==> src/rtl/apb_pkg.sv <==
// Shared APB definitions: FSM state encodings, default bus widths and the
// helper that sizes the ACCESS wait counter.
package apb_pkg;

    typedef enum logic [1:0] {
        IDLE   = 2'b00,
        SETUP  = 2'b01,
        ACCESS = 2'b11
    } apb_state_e;

    localparam int DEFAULT_DATA_WIDTH = 32;
    localparam int DEFAULT_ADDR_WIDTH = 32;

    // Bits needed to count 0..timeout; a disabled timeout still gets one bit.
    function automatic int timer_width(input int timeout);
        return (timeout < 1) ? 1 : $clog2(timeout + 1);
    endfunction

endpackage

==> src/rtl/apb_master_if.sv <==
// Command/response port plus APB3 bus of the APB requester, bundled so the
// requester, the slave and harnesses share one set of signal names.
interface apb_master_if
    import apb_pkg::*;
#(
    parameter int DATA_WIDTH = DEFAULT_DATA_WIDTH,
    parameter int ADDR_WIDTH = DEFAULT_ADDR_WIDTH
);
    logic                  cmd_valid;
    logic                  cmd_ready;
    logic                  cmd_write;
    logic [ADDR_WIDTH-1:0] cmd_addr;
    logic [DATA_WIDTH-1:0] cmd_wdata;

    logic                  rsp_valid;
    logic [DATA_WIDTH-1:0] rsp_rdata;
    logic                  rsp_err;

    logic                  psel;
    logic                  penable;
    logic                  pwrite;
    logic [ADDR_WIDTH-1:0] paddr;
    logic [DATA_WIDTH-1:0] pwdata;
    logic [DATA_WIDTH-1:0] prdata;
    logic                  pready;
    logic                  pslverr;

    modport master (
        input  cmd_valid, cmd_write, cmd_addr, cmd_wdata,
        input  prdata, pready, pslverr,
        output cmd_ready, rsp_valid, rsp_rdata, rsp_err,
        output psel, penable, pwrite, paddr, pwdata
    );

    modport slave (
        output cmd_valid, cmd_write, cmd_addr, cmd_wdata,
        output prdata, pready, pslverr,
        input  cmd_ready, rsp_valid, rsp_rdata, rsp_err,
        input  psel, penable, pwrite, paddr, pwdata
    );

endinterface

==> src/rtl/apb_master_timer.sv <==
// Saturating wait-cycle counter for the ACCESS phase; flags expiry once the
// count reaches TIMEOUT (never flags when TIMEOUT is 0).
module apb_master_timer
    import apb_pkg::*;
#(
    parameter int TIMEOUT = 16
) (
    input  logic pclk,
    input  logic presetn,
    input  logic clear,
    input  logic enable,
    output logic expired
);
    localparam int W = timer_width(TIMEOUT);

    logic [W-1:0] count_reg;

    always_ff @(posedge pclk or negedge presetn) begin
        if (!presetn) begin
            count_reg <= '0;
        end else if (clear) begin
            count_reg <= '0;
        end else if (enable && (count_reg != '1)) begin
            count_reg <= count_reg + 1'b1;
        end
    end

    generate
        if (TIMEOUT == 0) begin : g_no_timeout
            assign expired = 1'b0;
        end else begin : g_timeout
            assign expired = (count_reg == W'(TIMEOUT));
        end
    endgenerate

endmodule

==> src/rtl/apb_master.sv <==
// APB3 requester: accepts one valid/ready command at a time, runs the
// SETUP/ACCESS sequence and returns a single-cycle response pulse.
module apb_master
    import apb_pkg::*;
#(
    parameter int DATA_WIDTH = DEFAULT_DATA_WIDTH,
    parameter int ADDR_WIDTH = DEFAULT_ADDR_WIDTH,
    parameter int TIMEOUT    = 16
) (
    input  logic          pclk,
    input  logic          presetn,
    apb_master_if.master  bus
);
    apb_state_e            state_reg;
    logic                  psel_reg;
    logic                  penable_reg;
    logic                  pwrite_reg;
    logic [ADDR_WIDTH-1:0] paddr_reg;
    logic [DATA_WIDTH-1:0] pwdata_reg;
    logic                  rsp_valid_reg;
    logic [DATA_WIDTH-1:0] rsp_rdata_reg;
    logic                  rsp_err_reg;

    logic                  accept;
    logic                  timer_clear;
    logic                  timer_enable;
    logic                  timer_expired;

    assign accept       = (state_reg == IDLE) && bus.cmd_valid;
    assign timer_clear  = accept;
    assign timer_enable = (state_reg == ACCESS) && !bus.pready;

    apb_master_timer #(
        .TIMEOUT (TIMEOUT)
    ) u_timer (
        .pclk    (pclk),
        .presetn (presetn),
        .clear   (timer_clear),
        .enable  (timer_enable),
        .expired (timer_expired)
    );

    always_ff @(posedge pclk or negedge presetn) begin
        if (!presetn) begin
            state_reg     <= IDLE;
            psel_reg      <= 1'b0;
            penable_reg   <= 1'b0;
            pwrite_reg    <= 1'b0;
            paddr_reg     <= '0;
            pwdata_reg    <= '0;
            rsp_valid_reg <= 1'b0;
            rsp_rdata_reg <= '0;
            rsp_err_reg   <= 1'b0;
        end else begin
            rsp_valid_reg <= 1'b0;
            case (state_reg)
                IDLE: begin
                    if (bus.cmd_valid) begin
                        pwrite_reg <= bus.cmd_write;
                        paddr_reg  <= bus.cmd_addr;
                        pwdata_reg <= bus.cmd_wdata;
                        psel_reg   <= 1'b1;
                        state_reg  <= SETUP;
                    end
                end
                SETUP: begin
                    penable_reg <= 1'b1;
                    state_reg   <= ACCESS;
                end
                ACCESS: begin
                    // A completing slave wins over a timeout in the same cycle.
                    if (bus.pready) begin
                        psel_reg      <= 1'b0;
                        penable_reg   <= 1'b0;
                        rsp_valid_reg <= 1'b1;
                        rsp_err_reg   <= bus.pslverr;
                        rsp_rdata_reg <= pwrite_reg ? '0 : bus.prdata;
                        state_reg     <= IDLE;
                    end else if (timer_expired) begin
                        psel_reg      <= 1'b0;
                        penable_reg   <= 1'b0;
                        rsp_valid_reg <= 1'b1;
                        rsp_err_reg   <= 1'b1;
                        rsp_rdata_reg <= '0;
                        state_reg     <= IDLE;
                    end
                end
                default: begin
                    psel_reg    <= 1'b0;
                    penable_reg <= 1'b0;
                    state_reg   <= IDLE;
                end
            endcase
        end
    end

    assign bus.cmd_ready = (state_reg == IDLE);
    assign bus.psel      = psel_reg;
    assign bus.penable   = penable_reg;
    assign bus.pwrite    = pwrite_reg;
    assign bus.paddr     = paddr_reg;
    assign bus.pwdata    = pwdata_reg;
    assign bus.rsp_valid = rsp_valid_reg;
    assign bus.rsp_rdata = rsp_rdata_reg;
    assign bus.rsp_err   = rsp_err_reg;

endmodule

==> src/flat_wrapper.sv <==
// flat-port wrapper written by rule: the top's interface ports become plain ports
module apb_master_flat import apb_pkg::*;
#(
    parameter int DATA_WIDTH = DEFAULT_DATA_WIDTH,
    parameter int ADDR_WIDTH = DEFAULT_ADDR_WIDTH,
    parameter int TIMEOUT    = 16
)
  (pclk, presetn, bus_cmd_valid, bus_cmd_write, bus_cmd_addr, bus_cmd_wdata, bus_prdata, bus_pready, bus_pslverr, bus_cmd_ready, bus_rsp_valid, bus_rsp_rdata, bus_rsp_err, bus_psel, bus_penable, bus_pwrite, bus_paddr, bus_pwdata);
  apb_master_if #(.DATA_WIDTH(DATA_WIDTH), .ADDR_WIDTH(ADDR_WIDTH)) bus_i ();
  input  logic pclk;
  input  logic presetn;
  input wire logic [$bits(bus_i.cmd_valid)-1:0] bus_cmd_valid;
  input wire logic [$bits(bus_i.cmd_write)-1:0] bus_cmd_write;
  input wire logic [$bits(bus_i.cmd_addr)-1:0] bus_cmd_addr;
  input wire logic [$bits(bus_i.cmd_wdata)-1:0] bus_cmd_wdata;
  input wire logic [$bits(bus_i.prdata)-1:0] bus_prdata;
  input wire logic [$bits(bus_i.pready)-1:0] bus_pready;
  input wire logic [$bits(bus_i.pslverr)-1:0] bus_pslverr;
  output wire logic [$bits(bus_i.cmd_ready)-1:0] bus_cmd_ready;
  output wire logic [$bits(bus_i.rsp_valid)-1:0] bus_rsp_valid;
  output wire logic [$bits(bus_i.rsp_rdata)-1:0] bus_rsp_rdata;
  output wire logic [$bits(bus_i.rsp_err)-1:0] bus_rsp_err;
  output wire logic [$bits(bus_i.psel)-1:0] bus_psel;
  output wire logic [$bits(bus_i.penable)-1:0] bus_penable;
  output wire logic [$bits(bus_i.pwrite)-1:0] bus_pwrite;
  output wire logic [$bits(bus_i.paddr)-1:0] bus_paddr;
  output wire logic [$bits(bus_i.pwdata)-1:0] bus_pwdata;
  assign bus_i.cmd_valid = bus_cmd_valid;
  assign bus_i.cmd_write = bus_cmd_write;
  assign bus_i.cmd_addr = bus_cmd_addr;
  assign bus_i.cmd_wdata = bus_cmd_wdata;
  assign bus_i.prdata = bus_prdata;
  assign bus_i.pready = bus_pready;
  assign bus_i.pslverr = bus_pslverr;
  assign bus_cmd_ready = bus_i.cmd_ready;
  assign bus_rsp_valid = bus_i.rsp_valid;
  assign bus_rsp_rdata = bus_i.rsp_rdata;
  assign bus_rsp_err = bus_i.rsp_err;
  assign bus_psel = bus_i.psel;
  assign bus_penable = bus_i.penable;
  assign bus_pwrite = bus_i.pwrite;
  assign bus_paddr = bus_i.paddr;
  assign bus_pwdata = bus_i.pwdata;
  apb_master #(.DATA_WIDTH(DATA_WIDTH), .ADDR_WIDTH(ADDR_WIDTH), .TIMEOUT(TIMEOUT)) u_core (.pclk(pclk), .presetn(presetn), .bus(bus_i));
endmodule
==> config.mk <==
export PLATFORM = sky130hd
export DESIGN_NAME = apb_master_flat
export DESIGN_NICKNAME = d
export VERILOG_FILES = /design/src/rtl/apb_pkg.sv /design/src/rtl/apb_master_if.sv /design/src/rtl/apb_master_timer.sv /design/src/rtl/apb_master.sv /design/src/flat_wrapper.sv
export SDC_FILE = /design/constraint.sdc
export NUM_CORES = 1
export LEC_CHECK = 0
export BUFFER_PORTS_ARGS = -buffer_cell sky130_fd_sc_hd__buf_2
export CAP_MARGIN = 20
export CORE_MARGIN = 2
export CORE_UTILIZATION = 45
export CTS_CLUSTER_SIZE = 28
export DETAILED_ROUTE_END_ITERATION = 7
export GPL_TIMING_DRIVEN = 0
export PLACE_DENSITY = 0.87
export SLEW_MARGIN = 10
export SYNTH_ARGS = -nofsm -noshare
export SYNTH_HDL_FRONTEND = slang
export SYNTH_SLANG_ARGS = --single-unit
==> constraint.sdc <==
create_clock -name pclk -period 2.54 [get_ports pclk]
set_clock_uncertainty 0.1 [all_clocks]
set_input_delay 0.381 -clock pclk [delete_from_list [all_inputs] [get_ports pclk]]
set_output_delay 0.381 -clock pclk [all_outputs]
set_load 0.1 [all_outputs]
==> flow_metrics.env <==
export IMPL_outcome="finished clean"
export IMPL_drt_pass1_iter_count=4
export IMPL_grt_pass1_wl_um=14800
export IMPL_grtUsageTotal=0.187
export IMPL_synth_seq_area_share=0.643
export IMPL_syn_inst=268
export IMPL_tritoncts="built"
export IMPL_arrival_ns=2.30
export IMPL_route_vias_total=2974
export IMPL_final_min_period_over_clock_period=0.851
export IMPL_setup_worst_path_class="reg2reg"
export IMPL_place_gp_congestion=0.756
export IMPL_port_buffers=203
export IMPL_total_overflow_reported_by_the_global_router=0
export IMPL_grt_setup_unrepaired="no"
export IMPL_yosys_warnings=0
export IMPL_layout_core_utilization=0.609
export IMPL_h_tree_depth=3
export IMPL_worstPathRequired_ns=2.68
export IMPL_cp_top_family="simple AND/OR/NAND/NOR gates"
export IMPL_post_cts_resized=0
export IMPL_core_mm2=0.00915
export IMPL_route_detailed_wl_per_inst_um=16.0
export IMPL_start_util=0.459
export IMPL_max_cap_violations=0
export IMPL_achievable_frequency_mhz=463
export IMPL_die_y_um=101
export IMPL_max_slew_margin_rel=0.544
export IMPL_maxSlewViolCount=0
export IMPL_final_hold_viol_count=0
export IMPL_wl_met3_um=605
export IMPL_row_count=35
export IMPL_clock_sink_count=108
export IMPL_detail_route_wirelength_um=9570
export IMPL_critPathMaxStageDelay_ns=0.59
export IMPL_min_delay_path_class="in2reg"
export IMPL_root_buffer="sky130_fd_sc_hd__clkbuf_8"
export IMPL_detailed_place_hpwl_um=7490
export IMPL_design_die_area_mm2=0.0101
export IMPL_cp_buffers_inverters=0
export IMPL_top_level_ports=204
export IMPL_most_common_layout_cells="sky130_fd_sc_hd__buf_2 (206), sky130_fd_sc_hd__dfrtp_1 (108), sky130_fd_sc_hd__mux2_2 (37), sky130_fd_sc_hd__a22o_1 (32), sky130_fd_sc_hd__mux2_4 (28)"
export IMPL_worstSetupEndpointType="register"
export IMPL_worstPathMaxFanout=4
export IMPL_met2_wirelength_um=5010
export IMPL_worst_setup_hold_path_clk_slew_ns=0.10
export IMPL_avgViaCountPerCell=4.96
export IMPL_critPathSlowestCell="sky130_fd_sc_hd__nor4bb_1"
export IMPL_cell_area_after_technology_mapping_mm2=0.00420
export IMPL_yosys_cell_types_count=26
export IMPL_initialDrtViolationCount=92
export IMPL_cts_setup_buffers=0
export IMPL_clkLatencyLatePin_ns=0.36
export IMPL_grt_antenna_before_repair=0
export IMPL_share_of_cells_above_drive_strength_1=0.603
export IMPL_drc=0
export IMPL_grt_pass1_vias=3031
export IMPL_synth_seq_cells=108
export IMPL_dr_max_layer_used="met4"
export IMPL_period_needed_ns=2.16
export IMPL_clk_path_buf_depth=2
export IMPL_antenna_violating_nets_left=0
export IMPL_average_cell_area_after_synthesis_um2=15.7
export IMPL_area_growth_pct=32.8
export IMPL_x_dimension_of_the_die_um=101
export IMPL_antenna_cells_inserted=0
export IMPL_grt_start_max_net_pins=57
export IMPL_finalNetCount=589
export IMPL_path_common_cell="sky130_fd_sc_hd__ha_1"
export IMPL_mostFrequentLayoutCell="sky130_fd_sc_hd__buf_2"
export IMPL_setup_viol_count_final=0
export IMPL_worstPathCellList="ha_1 -> and3_1 -> ha_1 -> nor4bb_1 -> nand2_1 -> mux2i_1"
export IMPL_wirelength_met1_um=3860
export IMPL_synth_nets=373
export IMPL_cts_buffers=9
export IMPL_start_kind="register"
export IMPL_worst_slew_pin_slew_ns=0.683
## cell usage after synthesis
cell type / instances / area (um^2)
sky130_fd_sc_hd__a21oi_1: 8 / 40.0
sky130_fd_sc_hd__a22o_1: 32 / 280
sky130_fd_sc_hd__and2_1: 1 / 6.26
sky130_fd_sc_hd__and3_1: 2 / 12.5
sky130_fd_sc_hd__buf_2: 4 / 20.0
sky130_fd_sc_hd__buf_6: 3 / 33.8
sky130_fd_sc_hd__buf_8: 2 / 30.0
sky130_fd_sc_hd__clkbuf_1: 7 / 26.3
sky130_fd_sc_hd__dfrtp_1: 108 / 2700
sky130_fd_sc_hd__ha_1: 3 / 37.5
sky130_fd_sc_hd__inv_1: 6 / 22.5
sky130_fd_sc_hd__mux2_2: 37 / 417
sky130_fd_sc_hd__mux2_4: 28 / 420
sky130_fd_sc_hd__mux2i_1: 1 / 10.0
sky130_fd_sc_hd__nand2_1: 10 / 37.5
sky130_fd_sc_hd__nand3_1: 2 / 10.0
sky130_fd_sc_hd__nand4bb_1: 1 / 11.3
sky130_fd_sc_hd__nor2_1: 3 / 11.3
sky130_fd_sc_hd__nor4bb_1: 2 / 20.0
sky130_fd_sc_hd__o211ai_1: 1 / 7.51
sky130_fd_sc_hd__o21ai_0: 2 / 10.0
sky130_fd_sc_hd__o21ai_1: 1 / 5.00
sky130_fd_sc_hd__o22ai_1: 1 / 6.26
sky130_fd_sc_hd__o31ai_1: 1 / 7.51
sky130_fd_sc_hd__or2_2: 1 / 6.26
sky130_fd_sc_hd__or3b_1: 1 / 8.76
## final cells by class
| type | count | area, um^2 |
|---|---|---|
| Inverter | 6 | 22.5 |
| Multi-Input combinational cell | 138 | 1370 |
| Buffer | 16 | 110 |
| Tap cell | 111 | 139 |
| Sequential cell | 108 | 2700 |
| Clock buffer | 10 | 138 |
| Timing Repair Buffer | 205 | 1060 |
| Fill cell | 708 | 3570 |
| Clock inverter | 6 | 45.0 |
## worst register-to-register path, cell delays in order (launching register included)
cell                       delay, ns
sky130_fd_sc_hd__dfrtp_1        0.42
sky130_fd_sc_hd__ha_1           0.23
sky130_fd_sc_hd__and3_1         0.19
sky130_fd_sc_hd__ha_1           0.18
sky130_fd_sc_hd__nor4bb_1       0.59
sky130_fd_sc_hd__nand2_1        0.17
sky130_fd_sc_hd__mux2i_1        0.15
## per-layer routing
| metal | up-vias | GRT usage |
|---|---|---|
| met2 | 112 | 0.335 |
| met5 | - | 0 |
| met4 | 0 | 0.0485 |
| met3 | 11 | 0.0520 |
| li1 | 1392 | - |
| met1 | 1459 | 0.220 |
## kinds of logic (layout without fill, tap and decap cells)
group	count (synthesis)	in the layout	synth area share
flops	108	108	0.643
mux	66	66	0.202
compound gates	46	46	0.0849
simple gates	23	23	0.0295
buf+inv	22	243	0.0316
fa+ha+maj	3	3	0.00894
## repair_timing
action | in CTS | in global routing
hold endpoints to repair | 52 | 0
hold buffers | 1 | 0
setup endpoints to repair | 0 | 0
## metrics by stage
step	cells	TNS, ns	cell area (um^2)	hold slack (ns)	worst slack [ns]
after floorplan	268	0	4200	-0.0146	0.285
after global placement	582	-6.60	5360	0.381	-0.0677
after detailed placement	583	0	5390	0.362	0.391
after CTS	600	0	5580	0.105	0.355
after global routing	600	0	5580	0.101	0.216
final	600	0	5580	0.130	0.379
## path summary, 6_finish.rpt
check                                                              from                                 endpoint  slack, ns  cells past startpoint
worst max register to register  u_core.u_timer.count_reg[0]$_DFFE_PN0P_  u_core.u_timer.count_reg[2]$_DFFE_PN0P_       0.38                      6
worst min-delay path                                      bus_prdata[2]      u_core.bus.rsp_rdata[2]$_DFFE_PN0P_       0.13                      2
max in group asynchronous                                       presetn         u_core.bus.paddr[21]$_DFFE_PN0P_       1.15                      3
worst max-delay path            u_core.u_timer.count_reg[0]$_DFFE_PN0P_  u_core.u_timer.count_reg[2]$_DFFE_PN0P_       0.38                      6
worst min register to register          u_core.bus.paddr[9]$_DFFE_PN0P_          u_core.bus.paddr[9]$_DFFE_PN0P_       0.41                      1
min in group asynchronous                                       presetn  u_core.u_timer.count_reg[0]$_DFFE_PN0P_       0.48                      2
Power is left out: the tool's default activity adds up to more than one toggle a clock period on the data nets, which glitch-free logic cannot reach.
